<file path="src/rtl/mdu_pkg.sv">
// Shared encodings for the multiply/divide unit: op codes, FSM states and the
// per-operation context latched when a request is accepted.
package mdu_pkg;
  localparam int MDU_WIDTH = 32;

  typedef enum logic [2:0] {
    MDU_MULT  = 3'd0,
    MDU_MULTU = 3'd1,
    MDU_DIV   = 3'd2,
    MDU_DIVU  = 3'd3,
    MDU_MTHI  = 3'd4,
    MDU_MTLO  = 3'd5
  } mdu_op_e;

  typedef enum logic [1:0] {
    S_IDLE = 2'd0,
    S_CALC = 2'd1,
    S_FIX  = 2'd2
  } mdu_state_e;

  typedef struct packed {
    logic is_div;
    logic neg_q;   // negate product / quotient
    logic neg_r;   // negate remainder (dividend was negative)
    logic div0;
  } mdu_ctx_t;
endpackage

</file>
<file path="src/rtl/mdu_step.sv">
// One radix-2 iteration: shift-add multiply or restoring-divide trial subtract
// on the shared 2*WIDTH accumulator.
module mdu_step #(
  parameter int WIDTH = 32
) (
  input  logic               i_is_div,
  input  logic [2*WIDTH-1:0] i_acc,
  input  logic [WIDTH-1:0]   i_opd,
  output logic [2*WIDTH-1:0] o_acc
);
  logic [WIDTH:0]   w_sum;
  logic [WIDTH:0]   w_trial;
  logic             w_qbit;
  logic [WIDTH-1:0] w_rem;

  // Multiply: acc = {partial, multiplier}; carry kept in the extra sum bit.
  assign w_sum   = {1'b0, i_acc[2*WIDTH-1:WIDTH]} + (i_acc[0] ? {1'b0, i_opd} : '0);

  // Divide: acc = {remainder, dividend/quotient}; shifted remainder is WIDTH+1 bits.
  assign w_trial = {i_acc[2*WIDTH-1:WIDTH], i_acc[WIDTH-1]};
  assign w_qbit  = (w_trial >= {1'b0, i_opd});
  assign w_rem   = w_qbit ? WIDTH'(w_trial - {1'b0, i_opd}) : w_trial[WIDTH-1:0];

  assign o_acc = i_is_div ? {w_rem, i_acc[WIDTH-2:0], w_qbit}
                          : {w_sum, i_acc[WIDTH-1:1]};
endmodule

</file>
<file path="src/rtl/mdu.sv">
// Iterative MULT/MULTU/DIV/DIVU unit owning HI/LO; works on magnitudes for
// WIDTH cycles, then applies sign correction in a single FIX cycle.
module mdu
  import mdu_pkg::*;
#(
  parameter int WIDTH = MDU_WIDTH,
  parameter int CNT_W = 6
) (
  input  logic             clk,
  input  logic             rst,
  input  logic             start,
  input  logic [2:0]       op,
  input  logic [WIDTH-1:0] a,
  input  logic [WIDTH-1:0] b,
  output logic             busy,
  output logic             done,
  output logic [WIDTH-1:0] hi,
  output logic [WIDTH-1:0] lo
);
  mdu_state_e         r_state;
  logic [CNT_W-1:0]   r_cnt;
  logic [2*WIDTH-1:0] r_acc;
  logic [WIDTH-1:0]   r_opd;
  logic [WIDTH-1:0]   r_a;
  mdu_ctx_t           r_ctx;
  logic [WIDTH-1:0]   r_hi, r_lo;
  logic               r_busy, r_done;

  mdu_op_e            w_op;
  logic               w_is_div, w_signed;
  logic               w_a_neg, w_b_neg;
  logic [WIDTH-1:0]   w_a_mag, w_b_mag;
  logic [2*WIDTH-1:0] w_step;
  logic [2*WIDTH-1:0] w_prod;
  logic [WIDTH-1:0]   w_quo, w_rem;

  assign w_op     = mdu_op_e'(op);
  assign w_is_div = (w_op == MDU_DIV) || (w_op == MDU_DIVU);
  assign w_signed = (w_op == MDU_MULT) || (w_op == MDU_DIV);
  assign w_a_neg  = w_signed & a[WIDTH-1];
  assign w_b_neg  = w_signed & b[WIDTH-1];
  assign w_a_mag  = w_a_neg ? -a : a;
  assign w_b_mag  = w_b_neg ? -b : b;

  mdu_step #(.WIDTH(WIDTH)) u_step (
    .i_is_div (r_ctx.is_div),
    .i_acc    (r_acc),
    .i_opd    (r_opd),
    .o_acc    (w_step)
  );

  // 0x80000000 / -1 needs no special case: magnitude 2^31 negates to itself.
  assign w_prod = r_ctx.neg_q ? -r_acc : r_acc;
  assign w_quo  = r_ctx.neg_q ? -r_acc[WIDTH-1:0] : r_acc[WIDTH-1:0];
  assign w_rem  = r_ctx.neg_r ? -r_acc[2*WIDTH-1:WIDTH] : r_acc[2*WIDTH-1:WIDTH];

  always_ff @(posedge clk or negedge rst) begin
    if (!rst) begin
      r_state <= S_IDLE;
      r_cnt   <= '0;
      r_acc   <= '0;
      r_opd   <= '0;
      r_a     <= '0;
      r_ctx   <= '0;
      r_hi    <= '0;
      r_lo    <= '0;
      r_busy  <= 1'b0;
      r_done  <= 1'b0;
    end else begin
      r_done <= 1'b0;
      case (r_state)
        S_IDLE: begin
          if (start) begin
            case (w_op)
              MDU_MULT, MDU_MULTU, MDU_DIV, MDU_DIVU: begin
                r_acc   <= {{WIDTH{1'b0}}, (w_is_div ? w_a_mag : w_b_mag)};
                r_opd   <= w_is_div ? w_b_mag : w_a_mag;
                r_a     <= a;
                r_ctx   <= '{is_div: w_is_div, neg_q: w_a_neg ^ w_b_neg,
                             neg_r: w_a_neg, div0: (b == '0)};
                r_cnt   <= '0;
                r_busy  <= 1'b1;
                r_state <= S_CALC;
              end
              MDU_MTHI: r_hi <= a;
              MDU_MTLO: r_lo <= a;
              default: ;
            endcase
          end
        end
        S_CALC: begin
          r_acc <= w_step;
          r_cnt <= r_cnt + 1'b1;
          if (r_cnt == CNT_W'(WIDTH - 1)) r_state <= S_FIX;
        end
        S_FIX: begin
          if (!r_ctx.is_div) begin
            {r_hi, r_lo} <= w_prod;
          end else if (r_ctx.div0) begin
            r_hi <= r_a;
            r_lo <= '1;
          end else begin
            r_hi <= w_rem;
            r_lo <= w_quo;
          end
          r_busy  <= 1'b0;
          r_done  <= 1'b1;
          r_state <= S_IDLE;
        end
        default: r_state <= S_IDLE;
      endcase
    end
  end

  assign busy = r_busy;
  assign done = r_done;
  assign hi   = r_hi;
  assign lo   = r_lo;
endmodule

</file>
<file path="config.mk">
export PLATFORM = sky130hd
export DESIGN_NAME = mdu
export DESIGN_NICKNAME = d
export VERILOG_FILES = /design/src/rtl/mdu_pkg.sv /design/src/rtl/mdu_step.sv /design/src/rtl/mdu.sv
export SDC_FILE = /design/constraint.sdc
export NUM_CORES = 1
export LEC_CHECK = 0
export BUFFER_PORTS_ARGS = -buffer_cell sky130_fd_sc_hd__buf_2
export CORE_AREA = 2 2 172 174
export DETAILED_ROUTE_END_ITERATION = 7
export DIE_AREA = 0 0 174 176
export PLACE_DENSITY = 0.83
export SETUP_SLACK_MARGIN = 0.2
export SYNTH_ARGS = -nofsm -noshare
export SYNTH_HDL_FRONTEND = slang
export SYNTH_SLANG_ARGS = --single-unit
export TNS_END_PERCENT = 5
</file>
<file path="constraint.sdc">
create_clock -name clk -period 4.9 [get_ports clk]
set_input_delay 0.98 -clock clk [delete_from_list [all_inputs] [get_ports clk]]
set_output_delay 0.98 -clock clk [all_outputs]
set_load 0.005 [all_outputs]
</file>
# Word-level counts from Yosys, hierarchy flattened
# Cells that the tools add are included.
# totals
inputBits	70
wordCells	86
output_inout_bits	66
regBits	206
# op_classes
add_sub_neg	8
n_reduce_logical	14
order_cmp	1
bitwise	3
eq_ne	13
muxes	34
# ops
op	n
2-to-1 mux 32 bit	16
2-to-1 mux 64 bit	4
negator 32 bit	4
case mux 32 bit (2 select lines)	2
case mux 64 bit (2 select lines)	1
negator 64 bit	1
adder 32 x 32 -> 33 bit	1
greater-or-equal comparator 33 x 32 -> 1 bit	1
logical NOT 32 bit	1
subtractor 32 bit	1
AND reduction 3 bit	6
2-to-1 mux 6 bit	2
case mux 6 bit (2 select lines)	1
adder 6 x 1 -> 6 bit, second input constant	1
equality test 3 x 2 -> 1 bit, second input constant	2
equality test 3 bit, second input constant	2
equality test 6 x 5 -> 1 bit, second input constant	1
2-to-1 mux 2 bit	3
inequality test 2 x 1 -> 1 bit, second input constant	3
inequality test 2 bit, second input constant	2
case mux 2 bit (2 select lines)	1
nonzero test 2 bit	2
OR reduction 4 bit	1
equality test 3 x 1 -> 1 bit, second input constant	1
other kinds (9)	13

# Logic depth before layout (Yosys ltp)
# Gate-level depths: netlist of the first run.
# logic_depth
depth_word	8
mapped_depth	14
mapped_depth_nobuf	13

# Cells and area by module
# A second synthesis of the first run with hierarchy kept.
# hier_totals
cells_unflattened	2198
area_unflattened_um2	17862.1
# modules_own_cells
mod	area_per_inst_um2	seq_area_each_um2	instances	cells_per_inst
mdu	13163.9	5154.9	1	1527
mdu_step	4698.3	0.0	1	671

# Worst setup path before layout of the first run
# OpenSTA, ideal clock, no wires.
# synth_timing
path_kind	input to register
start	input port a[7]
end	register r_acc[27]
arrival_ns	3.499
t_required_ns	4.817
setup_ns	0.083
path_slack_ns	1.319
n_path_buf	2
stages	11
path_cell_list	buf_2 or4_4 or4_1 clkbuf_1 or4b_1 o31ai_1 xnor2_1 nor2_1 a21oi_1 a21oi_1 o21ai_0
# synth_between
elab_chain_len	6
# synth_lines
element	line_no	text
start, declared	mdu.sv:13	input logic [WIDTH-1:0] a,
negator 32 bit	mdu.sv:42	assign w_a_mag = w_a_neg ? -a : a;
2-to-1 mux 32 bit	mdu.sv:42	
2-to-1 mux 32 bit	mdu.sv:76	r_acc <= {{WIDTH{1'b0}}, (w_is_div ? w_a_mag : w_b_mag)};
2-to-1 mux 64 bit	mdu.sv:74	case (w_op)
2-to-1 mux 64 bit	mdu.sv:73	if (start) begin
case mux 64 bit (2 select lines)	mdu.sv:71	case (r_state)
end signal, assigned	mdu.sv:76	
end signal, assigned	mdu.sv:92	r_acc <= w_step;
end, declared	mdu.sv:22	logic [2*WIDTH-1:0] r_acc;
# No other way between the ends. The select of a mux whose other input is x is not followed.
# A chain may end at the register's enable or synchronous reset.

# Final worst setup path of the first run
# layout_timing
start	register r_acc[0]
end	register r_acc[58]
# layout_between
elab_chain_len	4
# layout_lines
element	line_no	text
2-to-1 mux 32 bit	mdu_step.sv:17	assign w_sum = {1'b0, i_acc[2*WIDTH-1:WIDTH]} + (i_acc[0] ? {1'b0, i_opd} : '0);
adder 32 x 32 -> 33 bit	mdu_step.sv:17	
2-to-1 mux 64 bit	mdu_step.sv:24	assign o_acc = i_is_div ? {w_rem, i_acc[WIDTH-2:0], w_qbit}
case mux 64 bit (2 select lines)	mdu.sv:71	
# No other way between the ends.

==> impl_metrics.csv, run 1 <==
group,metric,value,unit
synthesis,synth_top_cell_by_area,"dfrtp_1",
clock_network,clock-sinks,206,
sta,max_freq,252,MHz
sta,finalSetupTns,0,ns
sta,setup_viol,0,
clock_network,insertion_delay,0.54,ns
critical_path,crit_path_end_kind,"flop",
power_and_ir_drop,max-vdd-ir-drop,0.561,mV
synthesis,netlist_instances,2221,
cells_and_area,area_growth,10.5,%
critical_path,required,5.32,ns
critical_path,cp-startpoint,"r_acc[0]",
critical_path,reg2reg_slack,0.93,ns
critical_path,slowest_stage,"a221oi_1",
critical_path,cp_num_buf_inv,2,
global_routing,grt_pass1_vias,17200,
clock_network,cts_made_buffers,25,
global_routing,grt_pass1_wl,100000,um
floorplanning,dieArea,0.0306,mm^2
floorplanning,rows,62,
synthesis,ys_seq_area_share,30.3,%
critical_path,cp_max_fo,8,
route,drt_wl_total,65200,um
run,max_cap_violations,0,
route,antenna_left,0,
cells_and_area,fin_nets,2401,
global_routing,grt.overflow.total,0,
critical_path,r2r_cells,13,
cells_and_area,multi_input_area,0.0110,mm^2
critical_path,cp_slowest_stage_delay,0.60,ns
global_routing,grt_util_all_layers,41.8,%
global_routing,antenna_found_initial,6,
placed_design,dp_hpwl,47500,um
critical_path,critical_path_depth,13,
power_and_ir_drop,total_power,15.0,mW
sta,fin_crit_sh,81.1,%
route,first_pass_iters,6,
power_and_ir_drop,power_density,798,mW/mm^2
synthesis,syn-num-nets,2362,
synthesis,synth_edf_count,0,
floorplanning,core_area,0.0285,mm^2
clock_network,tritoncts,"done",
clock_network,clk_path_buf_depth,3,
clock_network,post_cts_buffers,0,
clock_network,cts_htree_levels,1,
route,wl_met1,24800,um
route,wl_per_cell,24.5,um
floorplanning,dieWidth,174,um
clock_network,path_clk_slew,0.06,ns
sta,relSlewSlack,23.6,%
synthesis,ys_warn_count,0,
route,routed-wl-met2,27800,um
route,drc,0,
critical_path,cp-start-kind,"flop",
critical_path,critPathKind,"flop to flop",
cells_and_area,fill_cells,2518,
route,drt_iter0_markers,2371,
synthesis,synth_area,0.0170,mm^2
placed_design,io_buffers,135,
floorplanning,die_y,176,um
route,top_layer_used,"met5",
cells_and_area,layout-drive-gt1-share,10.7,%
cells_and_area,regArea,0.00516,mm^2
sta,slew_viol_final,0,
sta,worst_pin_slew,1.14,ns
synthesis,ys_ff_latch,206,
route,vias_per_cell,6.84,
route,vias,18200,
critical_path,r2r_start,"r_acc[0]",
floorplanning,initial_core_util,59.6,%
critical_path,crit_end,"r_acc[58]",
clock_network,ctsHoldBuffers,0,
synthesis,synth-async-reset-ratio,100,%
sta,final.setup_skew,0.0150,ns
synthesis,synth.distinct_cells,71,
synthesis,synth_flop_cell,"dfrtp_1",
critical_path,r2r-end,"r_acc[58]",
power_and_ir_drop,power.leakage,8.10,nW
global_routing,grt_max_degree,91,
clock_network,root_buffer,"clkbuf_16",
critical_path,path_cells,"inv_1, nor2_1, ha_1, a211oi_1, o21bai_1, o21ai_0, o211ai_1, a221oi_1, o311ai_0, buf_4, a31oi_1, xnor2_1, a221o_1",
sta,report.final.hold_viol_count,0,
synthesis,synthTopCellsByArea,"dfrtp_1 (30%), nand2_1 (8.3%), o21ai_0 (6.5%)",
synthesis,avgSynthCellArea,7.66,um^2
critical_path,arrival,4.39,ns
clock_network,cts_resized,0,
outcome,outcome,"complete, no violations",
sta,min_period,3.97,ns
critical_path,cpLargestDelayFamily,"compound AO/OA/AOI/OAI gates",
route,wl_met3,8090,um
sta,rsz0062_at_grt,"false",
placed_design,gp_congestion,1.02,
worst_hold_path,worstHoldPathType,"input pin to asynchronous set/reset pin",
synthesis,synth.top_cell.area_share,30.3,%
floorplanning,io_pins,136,
## how the worst min path moves through the flow
stage               startpoint        end  slack, ns
floorplan              r_a[12]    r_a[12]       0.44
global placement         hi[0]      hi[0]       0.46
detailed placement     r_a[17]    r_a[17]       0.46
CTS                        rst  r_acc[53]       0.47
global route               rst    r_a[26]       0.49
finish                     rst    r_a[26]       0.43
## layout by cell type, fill, tap and decap left out, drive strengths merged, types with 31 or more instances in the layout
| cell | n |
|---|---|
| nand2 | 374 |
| o21ai | 227 |
| dfrtp | 206 |
| nor2 | 182 |
| buf | 172 |
| a21oi | 161 |
| xor2 | 89 |
| xnor2 | 83 |
| inv | 71 |
| mux2i | 69 |
| ha | 69 |
| nand3 | 42 |
| clkbuf | 35 |
| a32oi | 34 |
| o31ai | 33 |
| nor3 | 31 |
## area by class of cell
class,instances,area share [%]
Inverter,70,1.40
Multi-Input combinational cell,1784,58.6
Timing Repair Buffer,173,5.36
Sequential cell,206,27.4
Tap cell,384,2.56
Antenna cell,2,0.0266
Clock inverter,10,0.852
Clock buffer,34,3.72
## registers in the layout (all words and copies together) (netlist names)
signal	flops
r_a	32
r_opd	32
hi	32
r_ctx	4
r_cnt	6
r_state	2
r_acc	64
done	1
busy	1
lo	32
## cell families after synthesis
kind of cell / count (synthesis) / share of synthesized area (%)
buffers and inverters: 231 / 5.17
xor gates and xnor gates: 172 / 8.86
muxes: 71 / 4.19
adders and majority gates: 71 / 5.31
and+or+nand+nor: 776 / 20.4
DFF: 206 / 30.3
AOI/OAI and AO/OA: 694 / 25.7
## routing by layer
metal	vias to the layer above	GRT usage, %
met5	-	0
met4	6	25.2
met3	292	9.63
met2	1286	62.7
met1	8574	55.3
li1	8053	-
## stage by stage
step	setup WS, ns	utilization [%]	cell area [um^2]	hold slack (ns)	cells
floorplan	1.32	-	17000	0.440	2221
global placement	1.07	62.8	17900	0.458	2617
detailed placement	1.02	62.8	17900	0.463	2617
CTS	1.07	65.8	18800	0.473	2661
global route	0.700	65.8	18800	0.490	2662
finish	0.926	65.8	18800	0.429	2663
## worst register-to-register path: cells and delay by family (launching register included)
family	cells	cell delay, ns
xor+xnor	1	0.08
flops	1	0.44
simple gates	1	0.10
fa+ha+maj	1	0.24
buf+inv	2	0.49
compound gates	8	2.49
## Yosys cell counts, drive strengths merged (22+ instances only)
cell type  count
a32oi         34
a21o          26
nand3         42
a21oi        161
o21ai        227
clkbuf       141
nand2        374
a31oi         28
nor4          22
xnor2         83
o211ai        28
nor2         182
xor2          89
nor3          31
dfrtp        206
ha            69
o31ai         33
mux2i         69
inv           70
## where the power goes
part	leakage [nW]	internal (mW)	switching, mW	total (mW)
logic	5.24	3.71	5.63	9.34
registers	2.43	2.53	1.11	3.65
clock network	0.420	1.21	0.797	2.00
Note: power is estimated with default switching activity, not from simulation.
==> inputs of run 2 (changes only) <==
- ABC_AREA: unset -> 1
- CORE_AREA: 2 2 172 174 -> 2 2 191 193
- DIE_AREA: 0 0 174 176 -> 0 0 193 195
- PLACE_DENSITY: 0.83 -> 0.82
- clock period: 4.9 -> 3.43 ns (I/O delays scaled with it)
==> impl_metrics.csv, run 2 <==
group,metric,value,unit
outcome,outcome,"complete, but fails checks",
outcome,violations,"DRC",
run,max_cap_violations,0,
sta,finalSetupTns,0,ns
route,drt_iter0_markers,3569,
synthesis,ys_ff_latch,206,
clock_network,tritoncts,"done",
synthesis,syn-num-nets,3580,
clock_network,root_buffer,"clkbuf_16",
synthesis,synth.most_common_cell,"nand2_1",
clock_network,clk_path_buf_depth,3,
global_routing,grt_max_degree,98,
cells_and_area,regMostFlops,"r_acc",
cells_and_area,fin_nets,3687,
clock_network,cts_resized,0,
route,vias_per_cell,6.12,
floorplanning,core_area,0.0354,mm^2
sta,max_freq,340,MHz
synthesis,synthTopCellsByArea,"dfrtp_1 (26%), nand2_1 (19%), nor2_1 (9.7%)",
global_routing,grt.overflow.total,0,
power_and_ir_drop,power.leakage,11.3,nW
critical_path,critPathKind,"flop to flop",
sta,worst_pin_slew,0.874,ns
placed_design,dp_hpwl,70900,um
power_and_ir_drop,total_power,23.5,mW
floorplanning,die_y,195,um
clock_network,cts_htree_levels,1,
route,wl_met3,12500,um
clock_network,path_clk_slew,0.07,ns
global_routing,antenna_found_initial,1,
floorplanning,rows,69,
cells_and_area,antennaDiodeCount,0,
route,antenna_left,0,
synthesis,synth_area,0.0201,mm^2
route,drc,4,
clock_network,cts_made_buffers,25,
power_and_ir_drop,power_density,1060,mW/mm^2
synthesis,avgSynthCellArea,5.84,um^2
cells_and_area,area_growth,10.9,%
route,first_pass_iters,8,
sta,setup_viol,0,
floorplanning,dieArea,0.0376,mm^2
synthesis,synth_flop_cell,"dfrtp_1",
global_routing,grt_util_all_layers,46.6,%
route,wl_per_cell,22.1,um
synthesis,synth_edf_count,0,
power_and_ir_drop,max-vdd-ir-drop,1.17,mV
floorplanning,initial_core_util,56.8,%
critical_path,crit_path_end_kind,"flop",
route,routed-wl-met2,36400,um
clock_network,ctsHoldBuffers,0,
critical_path,cp-start-kind,"flop",
placed_design,dpl_worst_slack,0.484,ns
sta,report.final.hold_viol_count,0,
critical_path,r2r_start,"r_acc[31]",
route,wl_met1,33500,um
placed_design,io_buffers,135,
cells_and_area,final_util,62.9,%
cells_and_area,mostFrequentLayoutCell,"nand2_1",
worst_hold_path,worstHoldPathType,"input pin to asynchronous set/reset pin",
cells_and_area,largest_reg_flops,64,
clock_network,insertion_delay,0.56,ns
sta,fin_crit_sh,85.9,%
cells_and_area,layout-drive-gt1-share,8.95,%
critical_path,cp-startpoint,"r_acc[31]",
clock_network,post_cts_buffers,0,
synthesis,ys_warn_count,0,
critical_path,required,3.87,ns
clock_network,clock-sinks,206,
sta,rsz0062_at_grt,"false",
synthesis,synth.top_cell.area_share,25.7,%
route,drt_wl_total,88900,um
route,vias,24600,
synthesis,synth.distinct_cells,54,
synthesis,synth_top_cell_by_area,"dfrtp_1",
sta,slew_viol_final,0,
placed_design,gp_congestion,1.06,
global_routing,grt_pass1_vias,22200,
sta,fin_ws,0.485,ns
cells_and_area,fill_cells,3665,
sta,min_period,2.95,ns
sta,relSlewSlack,41.7,%
route,top_layer_used,"met4",
synthesis,synth-async-reset-ratio,100,%
synthesis,yosys-top-cells-count,"nand2_1 (998), nor2_1 (520), inv_1 (387)",
synthesis,netlist_instances,3439,
synthesis,ys_seq_area_share,25.7,%
floorplanning,dieWidth,193,um
floorplanning,io_pins,136,
cells_and_area,final_cell_mix,"nand2_1 (996), nor2_1 (518), inv_1 (386), nand3_1 (311), o21ai_0 (248)",
critical_path,arrival,3.38,ns
sta,final.setup_skew,0.0166,ns
global_routing,grt_pass1_wl,131000,um
critical_path,cp_max_fo,8,
-- run 2: cell types whose count changed in the layout (fill, tap and decap cells not counted), sizes merged, moves of 46 or more --
cell	change
nand2	+636
nor2	+352
inv	+327
nand3	+274
a21oi	+75
xnor2	-73
mux2i	-69
o21ai	+48
xor2	-46
-- run 2: worst paths after layout --
path / endpoint / slack (ns) / cells after the start
max reg2reg: r_acc[44] / 0.48 / 14
max: r_acc[44] / 0.48 / 14
max in group asynchronous: r_a[17] / 2.50 / 2
min in group clk: r_a[5] / 0.47 / 3
min: done / 0.09 / 1
min reg2reg: lo[31] / 0.48 / 2
-- run 2: per-layer routing --
metal	GRT usage, %	vias up
li1	-	11400
met1	60.8	11100
met5	0	-
met4	28.2	0
met2	67.2	1733
met3	14.5	354
-- run 2: cell families after synthesis --
group | after synthesis | synth area share [%]
AND/OR/NAND/NOR | 1978 | 41.0
flip-flops | 206 | 25.7
buffers and inverters | 527 | 10.1
AO/OA/AOI/OAI | 604 | 16.5
adder cells (fa/ha/maj) | 71 | 4.50
XOR/XNOR | 53 | 2.31
-- run 2: area by class of cell --
class                           instances  area (um^2)  area share, %
Multi-Input combinational cell       2706        12900           58.1
Clock inverter                         16          156          0.702
Inverter                              400         1500           6.75
Clock buffer                           29          671           3.01
Sequential cell                       206         5160           23.2
Timing Repair Buffer                  207         1270           5.72
Tap cell                              461          577           2.59
-- run 2: where the power goes --
group / leakage, nW / internal [mW] / switching (mW)
clock: 0.398 / 1.56 / 1.22
combinational: 8.42 / 4.96 / 10.9
sequential: 2.48 / 3.59 / 1.31
total: 11.3 / 10.1 / 13.4
-- run 2: critical path, cell delays in order (launching register included) --
cell	delay [ns]
dfrtp_1	0.50
inv_1	0.13
ha_1	0.19
inv_1	0.11
fa_1	0.49
nand3_1	0.11
nand2_1	0.15
nand2_1	0.10
nand3_1	0.19
nand2_1	0.11
nand2_1	0.12
xnor2_1	0.30
nand3_2	0.13
nand3_1	0.11
o21ai_1	0.06
-- run 2: stage by stage --
stage	area, um^2	cells	hold slack [ns]
after floorplan	20100	3439	0.390
after global placement	21400	3980	0.466
after detailed placement	21400	3980	0.474
after CTS	22300	4025	0.127
after global routing	22300	4025	0.139
final	22300	4025	0.0885
